<file path="config.mk">
export PLATFORM = sky130hd
export DESIGN_NAME = slave_port_v3_flat
export DESIGN_NICKNAME = d
export VERILOG_FILES = /design/src/rtl/slave_port_v3_if.sv /design/src/rtl/slave_port_v3.sv /design/src/flat_wrapper.sv
export SDC_FILE = /design/constraint.sdc
export NUM_CORES = 1
export LEC_CHECK = 0
export ABC_AREA = 1
export CAP_MARGIN = 20
export CORE_MARGIN = 5
export CORE_UTILIZATION = 40
export CTS_CLUSTER_SIZE = 14
export DETAILED_ROUTE_END_ITERATION = 7
export PLACE_DENSITY = 0.51
export SETUP_SLACK_MARGIN = 0.3
export SLEW_MARGIN = 20
export SYNTH_ARGS = -nofsm -noshare
export SYNTH_HDL_FRONTEND = slang
export SYNTH_SLANG_ARGS = --single-unit
</file>
<file path="constraint.sdc">
create_clock -name clk -period 2.4 [get_ports clk]
set_input_delay 0.24 -clock clk [delete_from_list [all_inputs] [get_ports clk]]
set_output_delay 0.24 -clock clk [all_outputs]
set_load 0.02 [all_outputs]
</file>
<file path="src/rtl/slave_port_v3_if.sv">
// rtl/slave_port_v3_if.sv - serial bus handshake bundle between a master and slave_port_v3
interface slave_port_v3_if;
  logic mode;
  logic wr_bus;
  logic master_valid;
  logic master_ready;
  logic rd_bus;
  logic slave_ready;
  logic slave_valid;
  logic addr_err;

  modport master (
    output mode, wr_bus, master_valid, master_ready,
    input  rd_bus, slave_ready, slave_valid, addr_err
  );

  modport slave (
    input  mode, wr_bus, master_valid, master_ready,
    output rd_bus, slave_ready, slave_valid, addr_err
  );
endinterface

</file>
<file path="src/rtl/slave_port_v3.sv">
// rtl/slave_port_v3.sv - bit-serial bus slave with local register memory (option: SLAVE_PORT_ADDR_DECODE_EN)
module slave_port_v3 #(
  parameter int ADDR_WIDTH = 16,
  parameter int DATA_WIDTH = 8,
  parameter int MEM_DEPTH  = 64,
  parameter int BASE_ADDR  = 0
) (
  input logic           clk,
  input logic           resetn,
  slave_port_v3_if.slave bus
);

  localparam int MAX_W = (ADDR_WIDTH > DATA_WIDTH) ? ADDR_WIDTH : DATA_WIDTH;
  localparam int CNT_W = $clog2(MAX_W + 1);
  localparam int IDX_W = (MEM_DEPTH > 1) ? $clog2(MEM_DEPTH) : 1;
  localparam int AX_W  = ADDR_WIDTH + 1;
  // The first address bit is taken in IDLE, so ADDR sees ADDR_WIDTH-1 beats.
  localparam logic [CNT_W-1:0] ADDR_LAST = CNT_W'((ADDR_WIDTH >= 2) ? ADDR_WIDTH - 2 : 0);
  localparam logic [CNT_W-1:0] DATA_LAST = CNT_W'(DATA_WIDTH - 1);

  typedef enum logic [2:0] {
    S_IDLE,
    S_ADDR,
    S_WDATA,
    S_WRITE,
    S_RLOAD,
    S_RSEND
  } state_e;

  state_e                  state_q, state_d;
  logic [CNT_W-1:0]        cnt_q, cnt_d;
  logic [ADDR_WIDTH-1:0]   addr_q, addr_d;
  logic [DATA_WIDTH-1:0]   wdata_q, wdata_d;
  logic [DATA_WIDTH-1:0]   rsh_q, rsh_d;
  logic                    mode_q, mode_d;

  logic [DATA_WIDTH-1:0]   mem [MEM_DEPTH];
  logic                    in_range;
  logic [IDX_W-1:0]        mem_idx;
  logic                    in_beat;
  logic                    out_beat;

  assign in_beat  = bus.master_valid & bus.slave_ready;
  assign out_beat = bus.slave_valid & bus.master_ready;

`ifdef SLAVE_PORT_ADDR_DECODE_EN
  logic [AX_W-1:0] offset;
  assign offset   = {1'b0, addr_q} - AX_W'(BASE_ADDR);
  assign in_range = ({1'b0, addr_q} >= AX_W'(BASE_ADDR)) && (offset < AX_W'(MEM_DEPTH));
  assign mem_idx  = offset[IDX_W-1:0];
  assign bus.addr_err = ((state_q == S_WRITE) || (state_q == S_RLOAD)) && !in_range;
`else
  // Without decode the low address bits index memory and higher bits alias.
  logic unused_cfg;
  assign unused_cfg   = ^{addr_q, 32'(BASE_ADDR)};
  assign in_range     = 1'b1;
  assign mem_idx      = addr_q[IDX_W-1:0];
  assign bus.addr_err = 1'b0;
`endif

  assign bus.slave_ready = (state_q == S_IDLE) || (state_q == S_ADDR) || (state_q == S_WDATA);
  assign bus.slave_valid = (state_q == S_RSEND);
  assign bus.rd_bus      = (state_q == S_RSEND) ? rsh_q[DATA_WIDTH-1] : 1'b0;

  // Next-state logic: frame sequencing, serial shifting and bit counting.
  always_comb begin
    state_d = state_q;
    cnt_d   = cnt_q;
    addr_d  = addr_q;
    wdata_d = wdata_q;
    rsh_d   = rsh_q;
    mode_d  = mode_q;
    case (state_q)
      S_IDLE: begin
        if (in_beat) begin
          addr_d = ADDR_WIDTH'(bus.wr_bus);
          mode_d = bus.mode;
          cnt_d  = '0;
          if (ADDR_WIDTH == 1) state_d = bus.mode ? S_WDATA : S_RLOAD;
          else                 state_d = S_ADDR;
        end
      end
      S_ADDR: begin
        if (in_beat) begin
          addr_d = (addr_q << 1) | ADDR_WIDTH'(bus.wr_bus);
          if (cnt_q == ADDR_LAST) begin
            cnt_d   = '0;
            state_d = mode_q ? S_WDATA : S_RLOAD;
          end else begin
            cnt_d = cnt_q + 1'b1;
          end
        end
      end
      S_WDATA: begin
        if (in_beat) begin
          wdata_d = (wdata_q << 1) | DATA_WIDTH'(bus.wr_bus);
          if (cnt_q == DATA_LAST) begin
            cnt_d   = '0;
            state_d = S_WRITE;
          end else begin
            cnt_d = cnt_q + 1'b1;
          end
        end
      end
      S_WRITE: begin
        state_d = S_IDLE;
      end
      S_RLOAD: begin
        rsh_d   = in_range ? mem[mem_idx] : '1;
        state_d = S_RSEND;
      end
      S_RSEND: begin
        if (out_beat) begin
          rsh_d = rsh_q << 1;
          if (cnt_q == DATA_LAST) begin
            cnt_d   = '0;
            state_d = S_IDLE;
          end else begin
            cnt_d = cnt_q + 1'b1;
          end
        end
      end
      default: begin
        cnt_d   = '0;
        state_d = S_IDLE;
      end
    endcase
  end

  // Control and shift registers; reset discards any partial frame.
  always_ff @(posedge clk or negedge resetn) begin
    if (!resetn) begin
      state_q <= S_IDLE;
      cnt_q   <= '0;
      addr_q  <= '0;
      wdata_q <= '0;
      rsh_q   <= '0;
      mode_q  <= 1'b0;
    end else begin
      state_q <= state_d;
      cnt_q   <= cnt_d;
      addr_q  <= addr_d;
      wdata_q <= wdata_d;
      rsh_q   <= rsh_d;
      mode_q  <= mode_d;
    end
  end

  // Register memory: written at the end of WRITE, never reset.
  always_ff @(posedge clk) begin
    if ((state_q == S_WRITE) && in_range) begin
      mem[mem_idx] <= wdata_q;
    end
  end

endmodule

</file>
<file path="src/flat_wrapper.sv">
// flat-port wrapper written by rule: the top's interface ports become plain ports
module slave_port_v3_flat 
#(
  parameter int ADDR_WIDTH = 16,
  parameter int DATA_WIDTH = 8,
  parameter int MEM_DEPTH  = 64,
  parameter int BASE_ADDR  = 0
)
  (clk, resetn, bus_mode, bus_wr_bus, bus_master_valid, bus_master_ready, bus_rd_bus, bus_slave_ready, bus_slave_valid, bus_addr_err);
  slave_port_v3_if bus_i ();
  input logic clk;
  input logic resetn;
  input wire logic [$bits(bus_i.mode)-1:0] bus_mode;
  input wire logic [$bits(bus_i.wr_bus)-1:0] bus_wr_bus;
  input wire logic [$bits(bus_i.master_valid)-1:0] bus_master_valid;
  input wire logic [$bits(bus_i.master_ready)-1:0] bus_master_ready;
  output wire logic [$bits(bus_i.rd_bus)-1:0] bus_rd_bus;
  output wire logic [$bits(bus_i.slave_ready)-1:0] bus_slave_ready;
  output wire logic [$bits(bus_i.slave_valid)-1:0] bus_slave_valid;
  output wire logic [$bits(bus_i.addr_err)-1:0] bus_addr_err;
  assign bus_i.mode = bus_mode;
  assign bus_i.wr_bus = bus_wr_bus;
  assign bus_i.master_valid = bus_master_valid;
  assign bus_i.master_ready = bus_master_ready;
  assign bus_rd_bus = bus_i.rd_bus;
  assign bus_slave_ready = bus_i.slave_ready;
  assign bus_slave_valid = bus_i.slave_valid;
  assign bus_addr_err = bus_i.addr_err;
  slave_port_v3 #(.ADDR_WIDTH(ADDR_WIDTH), .DATA_WIDTH(DATA_WIDTH), .MEM_DEPTH(MEM_DEPTH), .BASE_ADDR(BASE_ADDR)) u_core (.clk(clk), .resetn(resetn), .bus(bus_i));
endmodule
</file>
Yosys cells after proc, flatten, opt, wreduce, memory -nomap -nowiden
Memories as Yosys holds them, arrays and structs flattened.
Cells that the tools add are included.
- register bits after elaboration: 31
- RAM bits: 512
- input port bits: 6
- output and inout bits: 4
- memories kept: 1
- memory list (name ; words ; bits a word ; rd ports ; clocked after memory_dff ; wr ports ; line ; text):
    u_core.mem ; 64 ; 8 ; 1 ; 0 ; 1 ; slave_port_v3.sv:37 ; logic [DATA_WIDTH-1:0] mem [MEM_DEPTH];
- $add $sub $neg: 1
- eq/ne operators: 14
- muxes and demuxes: 24
- bitwise gates (word level): 5
- reductions and logical operators: 12
- operators by type and width (operator ; count):
    5-bit two-way mux ; 6
    5-bit case mux with 5 select lines ; 1
    3-bit two-way mux ; 8
    8-bit case mux with 2 select lines ; 1
    3-bit case mux with 5 select lines ; 1
    6-bit two-way mux ; 2
    6-bit case mux with 2 select lines ; 1
    8-bit two-way mux ; 1
    2-bit inequality test (second input constant) ; 4
    8-bit by 1-bit OR with 8-bit output ; 1
    7-bit AND reduction ; 1
    3-bit by 2-bit == test with 1-bit output (second input constant) ; 2
    3-bit == test (second input constant) ; 2
    2-bit by 1-bit inequality test with 1-bit output (second input constant) ; 3
    6-bit by 1-bit OR with 6-bit output ; 1
    2-bit AND reduction ; 3
    5-bit by 1-bit adder with 5-bit output (second input constant) ; 1
    5-bit by 3-bit == test with 1-bit output (second input constant) ; 1
    5-bit by 4-bit == test with 1-bit output (second input constant) ; 1
    5-bit AND reduction ; 1
    2-bit nonzero test ; 2
    3-bit by 1-bit == test with 1-bit output (second input constant) ; 1
    3-bit zero test ; 1
    1-bit two-way mux ; 3
    5 further kinds ; 7

Depth between registers and ports, before layout
- word-level depth: 6
- depth in mapped cells: 14
- depth with buffers taken out: 13

Least setup slack after synthesis
No wires, ideal clock.
- path kind: register to register
- from: register u_core.addr_q[1]
- to: memory u_core.mem[33][0] (enable)
- setup time: 0.383 ns
- data arrival time: 1.814 ns
- slack: 0.203 ns
- cell stages (with the launch flop): 9
- path through: dfrtp_1 buf_4 nor2_2 buf_4 buf_2 inv_1 nor2_1 inv_1 nor3_1
- RTL lines (element ; line ; text):
    from (decl) ; slave_port_v3.sv:32 ; logic [ADDR_WIDTH-1:0] addr_q, addr_d;
    from (signal assigned) ; slave_port_v3.sv:142 ; addr_q <= addr_d;
    to (decl) ; slave_port_v3.sv:37 ;
No word-level cell before the write port.

Worst setup path after layout
- from: register u_core.addr_q[3]
- to: memory u_core.mem[1][4] (enable)
No word-level cell before the write port.

==> metrics.cfg <==
[worst_setup_path]
crit_path_end_kind=flop
r2r_end=u_core.mem[1][4]
cp.arrival_ns=2.46
path_class=flop to flop
critPathMaxFanout=11
startpoint=u_core.addr_q[3]
r2r_setup_slack_ns=0.20
endpoint=u_core.mem[1][4]
r2r-start=u_core.addr_q[3]
r2r_cells=3
start_kind=flop
required_ns=2.66

[global_route]
first_global_vias=15024
antenna_found_initial=0
track_usage=0.196
grt_pass1_wl_mm=94.9
grt_overflow=0
grt_max_degree=67

[detailed_routing]
routed_wl_mm=63.4
vias=15723
drt_iter0_drc=1416
drc=0
first_pass_iters=5
wl_per_cell_um=19.7
ant_nets=0
viasPerCell=4.88

[power]
p_leak_uw=0.0118
switching_share=0.352
switchingPower_uw=10400
comb_power_share=0.336
p_int_uw=19100
pwr-share-clk=0.285
power_density_mw_per_mm2=1050
ir_drop_v=0.000562
seqPwrFrac=0.380

[cells_and_area]
num-nets-final=2418
drive_gt1_frac=0.160
fin_cells=3221
diodes=0
area_growth_pct=19.2

[clock_network]
clk_pin_slew_ns=0.06
worstSkewPairLatency_ns=0.62
clock_path_buffers=3
clock-sinks=543
cts_tree=built
htreeDepth=2
root_buffer=clkbuf_16
cts_inserted_buffers=57

[floorplan]
row_count=88
core-area_mm2=0.0579
die_w_um=252
die_area_mm2=0.0636
start_util=0.405
die_y_um=252
io_pins=10

[timing]
fin_skew_ns=0.0282
fin_crit_ns=2.20
relSlewSlack=0.442
rsz0062_at_grt=true
timing.fmax_mhz=454
min_period_over_period=0.918
slew_viol_final=0
tightest_slew_ns=0.836
holdWs_ns=0.0531
finalHoldViolCount=0
setup_viol=0

[synth]
synth.area.mux_share=0.00240
synth_fa_ha_area_frac=0.00107
netlist-cell-type-count=30
synth_xor_area_frac=0
synth_compound_area_frac=0.0321
synth_edf_count=512
yosysTopAreaCellShare=0.655
synthArstFlopShare=0.0571
syn_area_per_cell_um2=10.3
ys_seq_area_frac=0.689
syn_inst=2275
netlist_top_cells_area=edfxtp_1 (66%), nand2_1 (12%), inv_1 (6.0%)
synthSimpleGateAreaFrac=0.193
synth_top_family_by_area=simple AND/OR/NAND/NOR gates
ys_seq_elements=543
yosys-top-cells-count=nand2_1 (719), edfxtp_1 (512), inv_1 (374), nor2_1 (185), nand3_1 (176)
synth_top_area_cell=edfxtp_1
postSynthNetCount=2283
synth_top_flop_cell=edfxtp_1
synthesis.area_mm2=0.0235
yosys_warnings=0
synthMostInstantiatedCell=nand2_1

[worst_hold_path]
hold_class=input pin to async pin

[placed_design]
place_congestion=0.897
io_buffer_count=8
hpwlAfterDp_mm=39.7
dp.cells=3092

[status]
status=finished, final reports clean

[run]
cap_violations=0

-- metrics by stage --
stage	total power, uW	setup slack [ns]	area, um^2	util	TNS [ns]
final	29400	0.197	28000	0.483	0
after global routing	30900	0.165	28000	0.483	0
after CTS	29200	0.130	27600	0.477	0
after detailed placement	19800	-0.0502	25300	0.436	-0.393
after global placement	19800	0.0297	25300	0.436	0
after floorplan	16500	0.332	23500	-	0
-- power groups by stage --
stage | clock (uW) | sequential (uW) | combinational, uW
final | 8370 | 11200 | 9880
after global routing | 8950 | 11200 | 10800
after CTS | 8560 | 11200 | 9450
after detailed placement | 0 | 11300 | 8470
after global placement | 0 | 11300 | 8440
after floorplan | 0 | 11300 | 5200
-- repair_timing --
action | 4_1_cts | 5_1_grt
pin swaps | 15 | 25
gates resized for setup | 102 | 88
endpoints found under the hold margin | 0 | 0
hold buffers | 0 | 0
setup buffers | 12 | 5
setup endpoints to repair | 258 | 228
cloned | 6 | 1
-- layout by cell type, fill, tap and decap left out, drive strengths merged --
cell           Yosys  routed
nand2            720     720
clkinvlp           0       1
nand3            176     176
clkinv             2      26
bufinv             0       1
o22ai              6       6
nor2             188     188
dfrtp             31      31
inv              384     385
buf               77     157
clkbuf            15      81
edfxtp           512     512
nand4              4       4
clkdlybuf4s50      0       5
mux2               5       5
or2               20      20
a21boi             1       1
o211ai            42      42
a21oi              6       6
a31oi              1       1
clkdlybuf4s15      0       1
nor3              11      11
conb               1       1
bufbuf             0       2
ha                 2       2
o21ai             71      71
-- state kept, by name, indices dropped and copies added (netlist names) --
name            count
u_core.mem        512
u_core.rsh_q        8
u_core.wdata_q      8
u_core.addr_q       6
u_core.cnt_q        5
u_core.state_q      3
u_core.mode_q       1
-- final cells by class --
type / count / area, um^2
Tap cell: 765 / 957
Clock inverter: 27 / 153
Clock buffer: 78 / 1610
Multi-Input combinational cell: 1254 / 5840
Sequential cell: 543 / 16200
Timing Repair Buffer: 168 / 1780
Fill cell: 5400 / 30000
Inverter: 386 / 1460
-- cell families (layout without fill, tap and decap cells) --
| group | after synthesis | after routing |
|---|---|---|
| AOI/OAI and AO/OA | 127 | 127 |
| adders and majority gates | 2 | 2 |
| buffers and inverters | 478 | 659 |
| DFF | 543 | 543 |
| muxes | 5 | 5 |
| other | 1 | 1 |
| and+or+nand+nor | 1119 | 1119 |
-- critical path, stage by stage, from the launching register on --
cell	delay (ns)
dfrtp_1	0.44
nor3_1	0.44
inv_1	0.45
nor2_2	0.50
-- how the worst min path moves through the flow --
stage,from,endpoint,slack (ns),cells after the start
2_1_floorplan,resetn,u_core.addr_q[0],-0.06,0
3_3_place_gp,u_core.rsh_q[4],u_core.rsh_q[4],0.47,2
3_5_place_dp,u_core.rsh_q[4],u_core.rsh_q[4],0.47,2
4_1_cts,resetn,u_core.cnt_q[3],0.03,2
5_1_grt,resetn,u_core.cnt_q[0],0.06,2
6_report,resetn,u_core.cnt_q[3],0.05,2
-- metal layers --
metal	routed length [um]	vias up	GRT usage
met3	3510	85	0.0319
met1	28700	7624	0.283
met2	29900	412	0.311
met4	1190	0	0.0506
met5	0	-	0
li1	-	7602	-
No activity file was read; power rests on OpenSTA's default activity.
==> patch 1 (same flow settings) <==
`ADDR_WIDTH` is set to 16 in 2 places; all go to 14.
--- a/src/rtl/slave_port_v3.sv
+++ b/src/rtl/slave_port_v3.sv
@@ -1,5 +1,5 @@
 // rtl/slave_port_v3.sv - bit-serial bus slave with local register memory (option: SLAVE_PORT_ADDR_DECODE_EN)
 module slave_port_v3 #(
-  parameter int ADDR_WIDTH = 16,
+  parameter int ADDR_WIDTH = 14,
   parameter int DATA_WIDTH = 8,
   parameter int MEM_DEPTH  = 64,
--- a/src/flat_wrapper.sv
+++ b/src/flat_wrapper.sv
@@ -2,5 +2,5 @@
 module slave_port_v3_flat 
 #(
-  parameter int ADDR_WIDTH = 16,
+  parameter int ADDR_WIDTH = 14,
   parameter int DATA_WIDTH = 8,
   parameter int MEM_DEPTH  = 64,
Formal check against the unedited RTL: same outputs for any inputs over 4 cycles, from zero or initial values and one cycle with resetn low; that may be too few to reach the edited logic, so the function may still have changed.
==> patch 1 against the original RTL <==
Power grew 5.8%; critical endpoint is now u_core.rsh_q[3]; hold slack gained 0.0047 ns; cell count grew 0.47%; wire length grew 5.5%; cell area grew 1.2%; sequential cell count shrank 1; worst setup slack gained 0.049 ns; count of clock-buffer cells in the layout shrank 1; synthesized area shrank 0.17%.
==> patch 1: results <==
group,metric,value,unit
grt,grt_pass1_wl,99100,µm
setup_path,cp_max_fo,23,
grt,grt_util_all_layers,20.7,%
routing,via_count,16000,
setup_path,crit_family,"simple AND/OR/NAND/NOR gates",
placement,gp_congestion,0.819,
clock_tree,insertion_delay,0.62,ns
synthesis,yosysWarnings,0,
grt,antenna_found_initial,2,
finish,nNetsFinal,2431,
placement,hpwl,39100,µm
routing,first_iter_violations,1230,
synthesis,synth_cell_types,33,
clock_tree,cts-root-buf,"clkbuf_16",
grt,grt_max_degree,47,
min_path,hold_class,"input port to asynchronous set/reset pin",
grt,grt_pass1_vias,15500,
clock_tree,h-tree-depth,2,
routing,drt_first_pass_iters,5,
synthesis,synthesis.nets,2272,
synthesis,synth_edf_count,512,
sta,holdWs,0.0578,ns
sta,worst_slew_pin_slew,0.995,ns
flow_run,cap_violations,0,
finish,reg_top3,"u_core.mem x512, u_core.rsh_q x8, u_core.wdata_q x8",
finish,drive_above_1_share,14.7,%
clock_tree,cts_made_buffers,58,
power,leakagePower,12.2,nW
routing,routedWlPerCell,20.7,µm
sta,worst_clock_skew,0.0156,ns
setup_path,slowest_stage,"dfrtp_4",
clock_tree,path_clk_slew,0.06,ns
setup_path,max_stage_delay,0.52,ns
setup_path,r2r_slack,0.25,ns
clock_tree,cts.path.max_buffers,3,
power,peakVddDrop,0.745,mV
placement,port_buffers,8,
setup_path,arrival,2.66,ns
run_status,outcome,"complete, no violations",
synthesis,synth.top_cells.by_area,"edfxtp_1, nand2_1, inv_1",
synthesis,async_flop_share,5.54,%
synthesis,ys_seq_area_share,68.9,%
synthesis,synthTopCellsByCount,"nand2_1, edfxtp_1, inv_1",
synthesis,synth-main-ff-cell,"edfxtp_1",
==> patch 1: repair_timing <==
action / 4_1_cts / 5_1_grt
resized for setup: 73 / 42
hold buffers: 0 / 0
gates cloned: 16 / 2
pin swaps: 13 / 19
buffers inserted: 13 / 8
endpoints found under the setup margin: 359 / 275
==> patch 1: per-stage QoR <==
stage / setup TNS, ns / setup slack (ns) / area (µm²) / utilization, % / std cells
floorplan: 0 / 0.373 / 23400 / - / 2264
global placement: -0.371 / -0.141 / 25400 / 43.9 / 3089
detailed placement: -0.340 / -0.139 / 25400 / 43.9 / 3089
CTS: 0 / 0.214 / 28000 / 48.5 / 3225
global route: 0 / 0.145 / 28300 / 48.9 / 3236
finish: 0 / 0.246 / 28300 / 48.9 / 3236
==> patch 1: cells by family (layout without fill, tap and decap cells) <==
| group | Yosys count | in the layout | share of synthesized area, % |
|---|---|---|---|
| adders and majority gates | 2 | 2 | 0.107 |
| muxes | 7 | 7 | 0.337 |
| other | 1 | 2 | 0.0160 |
| and+or+nand+nor | 1115 | 1115 | 19.3 |
| DFF | 542 | 542 | 68.9 |
| buffers and inverters | 477 | 683 | 8.29 |
| AOI/OAI and AO/OA | 120 | 120 | 3.10 |
==> patch 1: power breakdown <==
group | internal (mW) | leakage, nW | switching [mW] | total (mW)
sequential | 11.1 | 4.54 | 0.360 | 11.4
combinational | 3.82 | 6.70 | 6.91 | 10.7
clock | 5.26 | 0.940 | 3.68 | 8.94
total | 20.2 | 12.2 | 11.0 | 31.1
==> patch 1: area by class of cell <==
class	instances	area, µm²
timing repair buffer	190	2210
timing repair inverter	2	20.0
clock inverter	30	267
fill	5167	29500
tap	765	957
multi-input combinational	1245	5590
clock buffer	77	1630
inverter	384	1470
antenna	1	2.50
sequential	542	16100
==> patch 1: final timing paths <==
| check | start | to | cells after the start |
|---|---|---|---|
| worst min register to register | u_core.rsh_q[7] | u_core.rsh_q[7] | 2 |
| worst max-delay path | u_core.addr_q[0] | u_core.rsh_q[3] | 11 |
| min in group clk | bus_mode | u_core.mode_q | 2 |
| worst max register to register | u_core.addr_q[0] | u_core.rsh_q[3] | 11 |
| worst min-delay path | resetn | u_core.state_q[0] | 2 |
| max in group asynchronous | resetn | u_core.addr_q[0] | 2 |
==> patch 1: metal layers <==
layer / global-route usage (%) / vias to the layer above / wire length [µm]
met2: 33.0 / 460 / 30700
met3: 3.91 / 112 / 4180
met1: 28.9 / 7764 / 29800
met4: 6.92 / 2 / 2180
li1: - / 7613 / -
met5: 0 / - / 12
==> patch 2 (same flow settings) <==
Made on the original files. Compare `cnt_q` against `ADDR_LAST` with >= in place of ==.
--- a/src/rtl/slave_port_v3.sv
+++ b/src/rtl/slave_port_v3.sv
@@ -84,5 +84,5 @@
         if (in_beat) begin
           addr_d = (addr_q << 1) | ADDR_WIDTH'(bus.wr_bus);
-          if (cnt_q == ADDR_LAST) begin
+          if (cnt_q >= ADDR_LAST) begin
             cnt_d   = '0;
             state_d = mode_q ? S_WDATA : S_RLOAD;
Check against the original RTL: no difference found for any inputs over 10 cycles, from zero or initial values and one cycle with resetn low; that may be too few to reach the edited logic, so the function may still have changed.
==> patch 2 against the original RTL <==
Power is 11% higher; sequential cell count stayed put; critical path type unchanged; sequential power is 9.8% higher; maximum frequency is 1.5% higher; cell area is 1.5% higher; clock power is 8.1% higher; largest power group unchanged; count of clock-buffer cells in the layout is 5 higher; synthesized cell count is 0.40% higher; hold slack worse by 0.0047 ns; critical path depth is 8 higher; wire length is 3.6% higher; worst setup slack better by 0.033 ns; synthesized area is 0.45% higher.
==> patch 2: results <==
group,metric,value,unit
run_status,outcome,"complete, no violations",
routing,dr_wl_met3,3550,µm
power,power.internal,21.0,mW
grt,grt_pass1_wl,96700,µm
setup_path,ff2ff_path_depth,11,
setup_path,slowest_stage,"dfrtp_4",
synthesis,synth.top_cells.by_area,"edfxtp_1, nand2_1, inv_1",
finish,nNetsFinal,2457,
power,power_frac_seq,37.9,%
finish,drive_above_1_share,15.8,%
setup_path,r2r_end,"u_core.rsh_q[7]",
placement,gp_congestion,0.877,
grt,antenna_found_initial,3,
placement,placed_cell_area,25600,µm²
synthesis,yosys.area_share.adder,0.106,%
clock_tree,ctsResizeCount,63,
setup_path,r2r-start,"u_core.addr_q[0]",
routing,wirelength,65600,µm
synthesis,synthTopCellsByCount,"nand2_1, edfxtp_1, inv_1",
power,p_switching,11.6,mW
sta,worst_clock_skew,0.0269,ns
synthesis,synth_cells,2284,
grt,grt_util_all_layers,19.9,%
routing,routed_via_density,4.89,
placement,dp_slack,-0.204,ns
routing,routedWlPerCell,20.1,µm
sta,slew_headroom,47.1,%
synthesis,synthesis.nets,2292,
synthesis,synth_compound_area_share,3.16,%
routing,wl_met1,30100,µm
sta,holdWs,0.0484,ns
synthesis,synth_mux_area_share,0.239,%
grt,grtUsageMet3,3.12,%
power,pg_comb,11.2,mW
power,leakagePower,12.2,nW
setup_path,arrival,2.68,ns
setup_path,r2r_slack,0.23,ns
[patch 2: how the worst max path moves through the flow]
stage	start	cells past startpoint	slack, ns	end
5_1_grt	u_core.addr_q[0]	12	0.16	u_core.rsh_q[1]
4_1_cts	u_core.addr_q[0]	11	0.21	u_core.rsh_q[7]
3_3_place_gp	u_core.addr_q[0]	11	-0.19	u_core.rsh_q[1]
6_report	u_core.addr_q[0]	11	0.23	u_core.rsh_q[7]
3_5_place_dp	u_core.addr_q[0]	11	-0.20	u_core.rsh_q[1]
2_1_floorplan	u_core.addr_q[4]	6	0.30	u_core.mem[39][0]
[patch 2: cell type report]
cell class / count / area (µm²)
fillers: 5337 / 30300
clock inverters: 25 / 267
repair inverters: 1 / 8.76
inverters: 386 / 1460
flip-flops and latches: 543 / 16200
well taps: 773 / 967
repair buffers: 194 / 2130
multi-input cells: 1265 / 5740
clock buffers: 83 / 1650
